File: src/rtl/psone_debounce_bank.sv
// psone_debounce_bank
// Multi-channel key debouncer for the PS-one pad front end. Each raw key line
// goes through a two-flop synchroniser and then a stability counter that is
// advanced by the shared iTICK strobe. oKEY follows a line only after it has
// been quiet for 2^(CNT_W-1) counted ticks.
//
// Build option: define PSONE_DEBOUNCE_EVT_EN to generate the oPRESS, oRELEASE
// and oCHANGE event outputs. Without it those outputs are tied to 0, and
// oKEY behaves and is timed exactly the same.

module psone_debounce_bank #(
  parameter int                  CHANNELS   = 16,
  parameter int                  CNT_W      = 11,
  parameter logic [CHANNELS-1:0] INIT       = {CHANNELS{1'b1}},
  parameter bit                  ACTIVE_LOW = 1'b1
) (
  input  logic                iCLK,
  input  logic                iRESET,
  input  logic                iTICK,
  input  logic [CHANNELS-1:0] iKEY,
  output logic [CHANNELS-1:0] oKEY,
  output logic [CHANNELS-1:0] oPRESS,
  output logic [CHANNELS-1:0] oRELEASE,
  output logic                oCHANGE
);

  logic [CHANNELS-1:0] s1;
  logic [CHANNELS-1:0] s2;
  logic [CHANNELS-1:0] edge_det;
  logic [CHANNELS-1:0] stable;
  logic [CHANNELS-1:0] key_next;
  logic [CHANNELS-1:0] pressed_now;
  logic [CHANNELS-1:0] pressed_next;
  logic [CHANNELS-1:0] press_next;
  logic [CHANNELS-1:0] release_next;
  logic [CNT_W-1:0]    cnt [CHANNELS];

  // Two-stage synchroniser for the asynchronous pad lines
  always_ff @(posedge iCLK) begin
    if (iRESET) begin
      s1 <= INIT;
      s2 <= INIT;
    end else begin
      s1 <= iKEY;
      s2 <= s1;
    end
  end

  assign edge_det = s1 ^ s2;

  // Per-channel stability counters: an edge restarts, a tick advances until MSB saturates
  always_ff @(posedge iCLK) begin
    if (iRESET) begin
      for (int i = 0; i < CHANNELS; i++) begin
        cnt[i] <= '0;
      end
    end else begin
      for (int i = 0; i < CHANNELS; i++) begin
        if (edge_det[i]) begin
          cnt[i] <= '0;
        end else if (!cnt[i][CNT_W-1] && iTICK) begin
          cnt[i] <= cnt[i] + CNT_W'(1);
        end
      end
    end
  end

  // A channel is STABLE once its counter MSB is set; COUNTING otherwise
  always_comb begin
    stable = '0;
    for (int i = 0; i < CHANNELS; i++) begin
      stable[i] = cnt[i][CNT_W-1];
    end
  end

  assign key_next = (stable & s2) | (~stable & oKEY);

  // Debounced level register, copies the synchronised line only while stable
  always_ff @(posedge iCLK) begin
    if (iRESET) begin
      oKEY <= INIT;
    end else begin
      oKEY <= key_next;
    end
  end

  // Pressed-level view of the current and next debounced vectors
  assign pressed_now  = ACTIVE_LOW ? ~oKEY     : oKEY;
  assign pressed_next = ACTIVE_LOW ? ~key_next : key_next;
  assign press_next   = pressed_next & ~pressed_now;
  assign release_next = ~pressed_next & pressed_now;

`ifdef PSONE_DEBOUNCE_EVT_EN
  // Event pulses land on the same edge as the oKEY update they describe
  always_ff @(posedge iCLK) begin
    if (iRESET) begin
      oPRESS   <= '0;
      oRELEASE <= '0;
      oCHANGE  <= 1'b0;
    end else begin
      oPRESS   <= press_next;
      oRELEASE <= release_next;
      oCHANGE  <= |(press_next | release_next);
    end
  end
`else
  // Events compiled out; the edge decode is left unconnected
  logic unused_evt;
  assign unused_evt = ^{press_next, release_next};
  assign oPRESS     = '0;
  assign oRELEASE   = '0;
  assign oCHANGE    = 1'b0;
`endif

endmodule

File: config.mk
export PLATFORM = sky130hd
export DESIGN_NAME = psone_debounce_bank
export DESIGN_NICKNAME = d
export VERILOG_FILES = /design/src/rtl/psone_debounce_bank.sv
export SDC_FILE = /design/constraint.sdc
export NUM_CORES = 1
export LEC_CHECK = 0
export ABC_AREA = 1
export BUFFER_PORTS_ARGS = -buffer_cell sky130_fd_sc_hd__buf_2
export CORE_MARGIN = 4
export CORE_UTILIZATION = 65
export DETAILED_ROUTE_END_ITERATION = 10
export PLACE_DENSITY_LB_ADDON = 0.12
export SETUP_SLACK_MARGIN = 0.15
export SYNTH_ARGS = -nofsm -noshare
export SYNTH_HDL_FRONTEND = slang
export SYNTH_SLANG_ARGS = --single-unit
File: constraint.sdc
create_clock -name iCLK -period 3.85 [get_ports iCLK]
set_clock_uncertainty 0.2 [all_clocks]
set_input_delay 0 -clock iCLK [delete_from_list [all_inputs] [get_ports iCLK]]
set_output_delay 0 -clock iCLK [all_outputs]
set_load 0.01 [all_outputs]
* Word-level counts from Yosys, hierarchy flattened
Memories as Yosys holds them, arrays and structs flattened.
Index checks and enable logic that the tools add are counted.
** Word-level totals
- Logic and storage cells :: 235
- Flip-flop bits (word level) :: 48
- Memories :: 1
- Output and inout port bits :: 49
- Memory bits (writable) :: 176
- Bits of input ports :: 19
** Memory list
- cnt :: depth 16, bits a word 11, read ports 16, clocked after Yosys merged registers in 0, wr ports 16, line 36 : logic [CNT_W-1:0] cnt [CHANNELS];
** Operators by class
- Reductions and logical operators :: 32
- Bitwise gates (word level) :: 37
- Add/subtract/negate cells :: 16
- Mux-type cells :: 146
** Operators with widths (count)
- $mux 11 :: 32
- $add 11x1->11 const B :: 16
- $mux 1 :: 114
- $and 16x16->16 :: 2
- $or 1x1->1 :: 32
- $logic_and 1x1->1 :: 16
- $logic_not 1->1 :: 16
- $not 16->16 :: 1
- $or 16x16->16 :: 1
- $xor 16x16->16 :: 1

* Longest topological paths before layout
An unclocked memory read counts as a cell.
- Word-level depth :: 8
- Gate-level depth with buffers :: 7
- Mapped depth without buffers :: 7

* Worst setup path before layout
No wires, ideal clock.
- Kind :: reg2reg
- Start :: memory cnt[0][10]
- End :: memory cnt[0][0], enable pin
- Cell stages (with the launch flop) :: 4
- Arrival :: 0.902 ns
- Path buffers :: 0
- Required time :: 3.295 ns
- Clock period less this slack :: 1.457 ns
- Setup time :: 0.355 ns
- Slack :: 2.393 ns
- Path through :: edfxtp_1 nor2_4 inv_1 nand3_1
** RTL lines (line)
- start, declared :: 36

==> impl_results.rst <==
.. list-table::
   :header-rows: 1

   * - Metric
     - Value
   * - Max-cap check violation count
     - 0
   * - Worst hold path type
     - input pin to flip-flop
   * - Cell taking the most area after synthesis
     - edfxtp_1
   * - Clock slew at reported path FFs
     - 0.06 ns
   * - Startpoint of the worst register-to-register path
     - cnt[0][32]
   * - CP arrival
     - 2.11 ns
   * - Residual overflow from global routing
     - 0
   * - Post-synth design cell area
     - 11,460 sq um
   * - Number of non-filler instances in the completed layout
     - 1,633
   * - Clock latency of the later-clocked register in the worst-skew pair
     - 0.52 ns
   * - Number of synthesized register bits
     - 224
   * - Share of cells above drive strength 1
     - 9.091%
   * - Area share of the largest cell type after synthesis
     - 46.11%
   * - # nets final
     - 1,427
   * - Remaining design rule violation count
     - 0
   * - Library cell used as clock root buffer
     - clkbuf_16
   * - Crit end category
     - flip-flop
   * - Type of the worst setup path
     - input pin to flip-flop
   * - Synth warn
     - 0
   * - Number of vias after detailed routing
     - 8,467
   * - Top post-synthesis cells by area
     - edfxtp_1 46%, nand2_1 9.4%, dfxtp_1 8.4%, nor2_1 8.2%, nand3_1 5.0%
   * - Unique masters post-synth
     - 26
   * - Top-level I/O count
     - 68
   * - Hold Buf Count CTS
     - 24
   * - First-pass GRT wire length
     - 34.78 mm
   * - Maximum root-to-sink buffer count
     - 3
   * - Leakage dissipation
     - 5.068 nW
   * - Post-CTS setup buffer count
     - 0
   * - Number of placed instances, taps included
     - 1,568
   * - Count of pins over their slew limit
     - 0
   * - Area of the multi-input gates
     - 4471 sq um
   * - Run status
     - finished, final reports clean
   * - Worst setup SP type
     - input pin
   * - Vias per Instance
     - 5.185
   * - Area occupied by registers
     - 6246 sq um
   * - RD Place Congestion
     - 0.8083
   * - Core occupancy in the finished layout
     - 73.29%
   * - H-tree levels
     - 1
   * - Initial standard-cell utilization of the core
     - 66.27%
   * - Filler Cells Inserted
     - 1,310
   * - Overall global routing resource usage
     - 20.57%
   * - Maximum VDD drop
     - 0.0003596 V
   * - Antenna Violating Nets Remaining
     - 0
   * - Cells on worst reg2reg path
     - 3
   * - Number of DRC markers after the initial detailed-route iteration
     - 449
   * - Syn avg cell area
     - 8.684 sq um
   * - Highest Clock Rate
     - 449.8 MHz
   * - Die ar.
     - 19,820 sq um
   * - WL/cell
     - 12.39 microns
   * - Width of the chip
     - 140.8 microns
   * - Largest driver fanout on the critical path
     - 62
   * - Clk sinks
     - 224
   * - Relative area change from synthesis to final layout
     - 10.59%
   * - Critical register-to-register path endpoint
     - cnt[0][26]
   * - Largest net degree at the start of global routing
     - 63
   * - Count of input and output buffers
     - 34
   * - Count of mapped cells out of synthesis
     - 1,320
   * - Antenna diode count
     - 0
   * - Reg2reg setup slack
     - 2.19 ns
   * - Share of the yosys chip area belonging to registers
     - 54.49%
   * - Power per cell area
     - 437.0 nW/um^2
   * - CTS tree
     - built
   * - Total power
     - 5.540 mW
   * - Clock buffers created by TritonCTS
     - 23
   * - Pre-antenna DRT Iters
     - 5
   * - Worst-margin pin slew
     - 0.6776 ns
   * - Row Count
     - 48
   * - RSZ-0062 raised after global routing
     - false
   * - Destination of the worst hold path
     - s1[2]
   * - Required time of the critical path
     - 3.73 ns
   * - Endpoints failing setup
     - 0
   * - Tightest slew margin relative to the limit
     - 54.83%
   * - Smallest setup slack after layout
     - 1.627 ns
   * - Final min period
     - 2.223 ns
   * - Standard cell core area
     - 17,300 sq um
   * - Sum Neg Setup Slack
     - 0 ns
   * - Setup Slack @ Placement
     - 1.621 ns
   * - DP Wirelength
     - 13.64 mm
   * - Min-delay src
     - iKEY[2]
   * - Count of instances resized after the clock tree is built
     - 0
   * - Die span in y
     - 140.8 microns
   * - Total wire length
     - 20.24 mm
   * - Number of global-route vias before repair
     - 7,966
   * - Depth of the worst hold-timing path
     - 3
   * - Antenna violations before repair
     - 0
   * - Final Cycle Share
     - 57.74%
   * - Hold Fails Final Rpt
     - 0
[power by group]
group | switching [mW] | internal (mW)
clock | 0.877 | 1.25
sequential | 0.159 | 2.81
combinational | 0.281 | 0.164
[cell type report]
cell class | instances | area share (%)
clock buffers | 36 | 5.241
clock inverters | 5 | 0.4146
inverters | 146 | 4.343
multi-input cells | 939 | 35.27
flip-flops and latches | 224 | 49.27
well taps | 225 | 2.221
repair buffers | 58 | 3.238
[logic make-up after synthesis]
kind of cell,synth area share (%)
and+or+nand+nor,27.13
buffers and inverters,7.554
AOI/OAI and AO/OA,5.611
adders and majority gates,1.747
xor gates and xnor gates,3.439
other,0.03272
DFF,54.49
[metal layers]
metal  vias up  global-route usage, %  share of wire (%)
met5         -                      0                  0
li1       4383                      -                  -
met1      3877                  26.79                 45
met2       172                  36.21                 48
met3        35                  2.680                4.4
met4         0                  6.068                2.3
[placed cells by master, fill, tap and decap left out]
cell type      instances
clkbuf_1               9
edfxtp_1             176
inv_6                  1
clkbuf_16             23
ha_1                  16
inv_1                143
nand3_2               10
clkbuf_8               4
or2_2                 25
a21oi_1               96
nor2_1               250
nor2_2                 9
o211ai_1               1
nand2_2                1
bufinv_16              1
nand3_1              114
nand2_1              288
clkinv_2               2
nand4_1                5
xnor2_1               33
nor2_4                15
inv_2                  2
dfxtp_1               48
xor2_1                12
inv_4                  1
clkinv_1               1
o21ai_0               31
buf_2                 34
conb_1                33
dlygate4sd3_1         24
[cells in the mapped netlist (all sizes together)]
| cell | number |
|---|---|
| inv | 146 |
| nor2 | 274 |
| conb | 1 |
| nand2 | 289 |
| xor2 | 12 |
| or2 | 25 |
| edfxtp | 176 |
| o211ai | 1 |
| nand4 | 5 |
| o21ai | 31 |
| xnor2 | 33 |
| a21oi | 96 |
| buf | 40 |
| nand3 | 124 |
| ha | 16 |
| clkbuf | 3 |
| dfxtp | 48 |
[worst max-delay path: stages]
cell           delay [ns]
dlygate4sd3_1        0.53
buf_2                0.34
inv_4                0.60
nand3_1              0.59
[worst max-delay path by stage]
stage	depth (start not counted)	slack (ns)	startpoint	end
CTS	4	1.60	iRESET	cnt[0][26]
global route	4	1.44	iRESET	cnt[0][25]
floorplan	3	2.39	cnt[0][10]	cnt[0][0]
detailed placement	3	1.62	iRESET	cnt[0][25]
finish	4	1.63	iRESET	cnt[1][78]
global placement	3	1.66	iRESET	cnt[0][25]
[stage by stage]
| step | hold slack, ns | instance area, sq um |
|---|---|---|
| 2_1_floorplan | -0.09619 | 11580 |
| 3_3_place_gp | -0.01539 | 11720 |
| 3_5_place_dp | -0.01384 | 11720 |
| 4_1_cts | 0.001045 | 12680 |
| 5_1_grt | 0.01906 | 12680 |
| 6_report | 0.01206 | 12680 |
[registers in the layout, summed over array words and instances (netlist names), named ones only]
name  cells
cnt     176
s1       16
s2       16
Note: power is estimated with default switching activity, not from simulation.
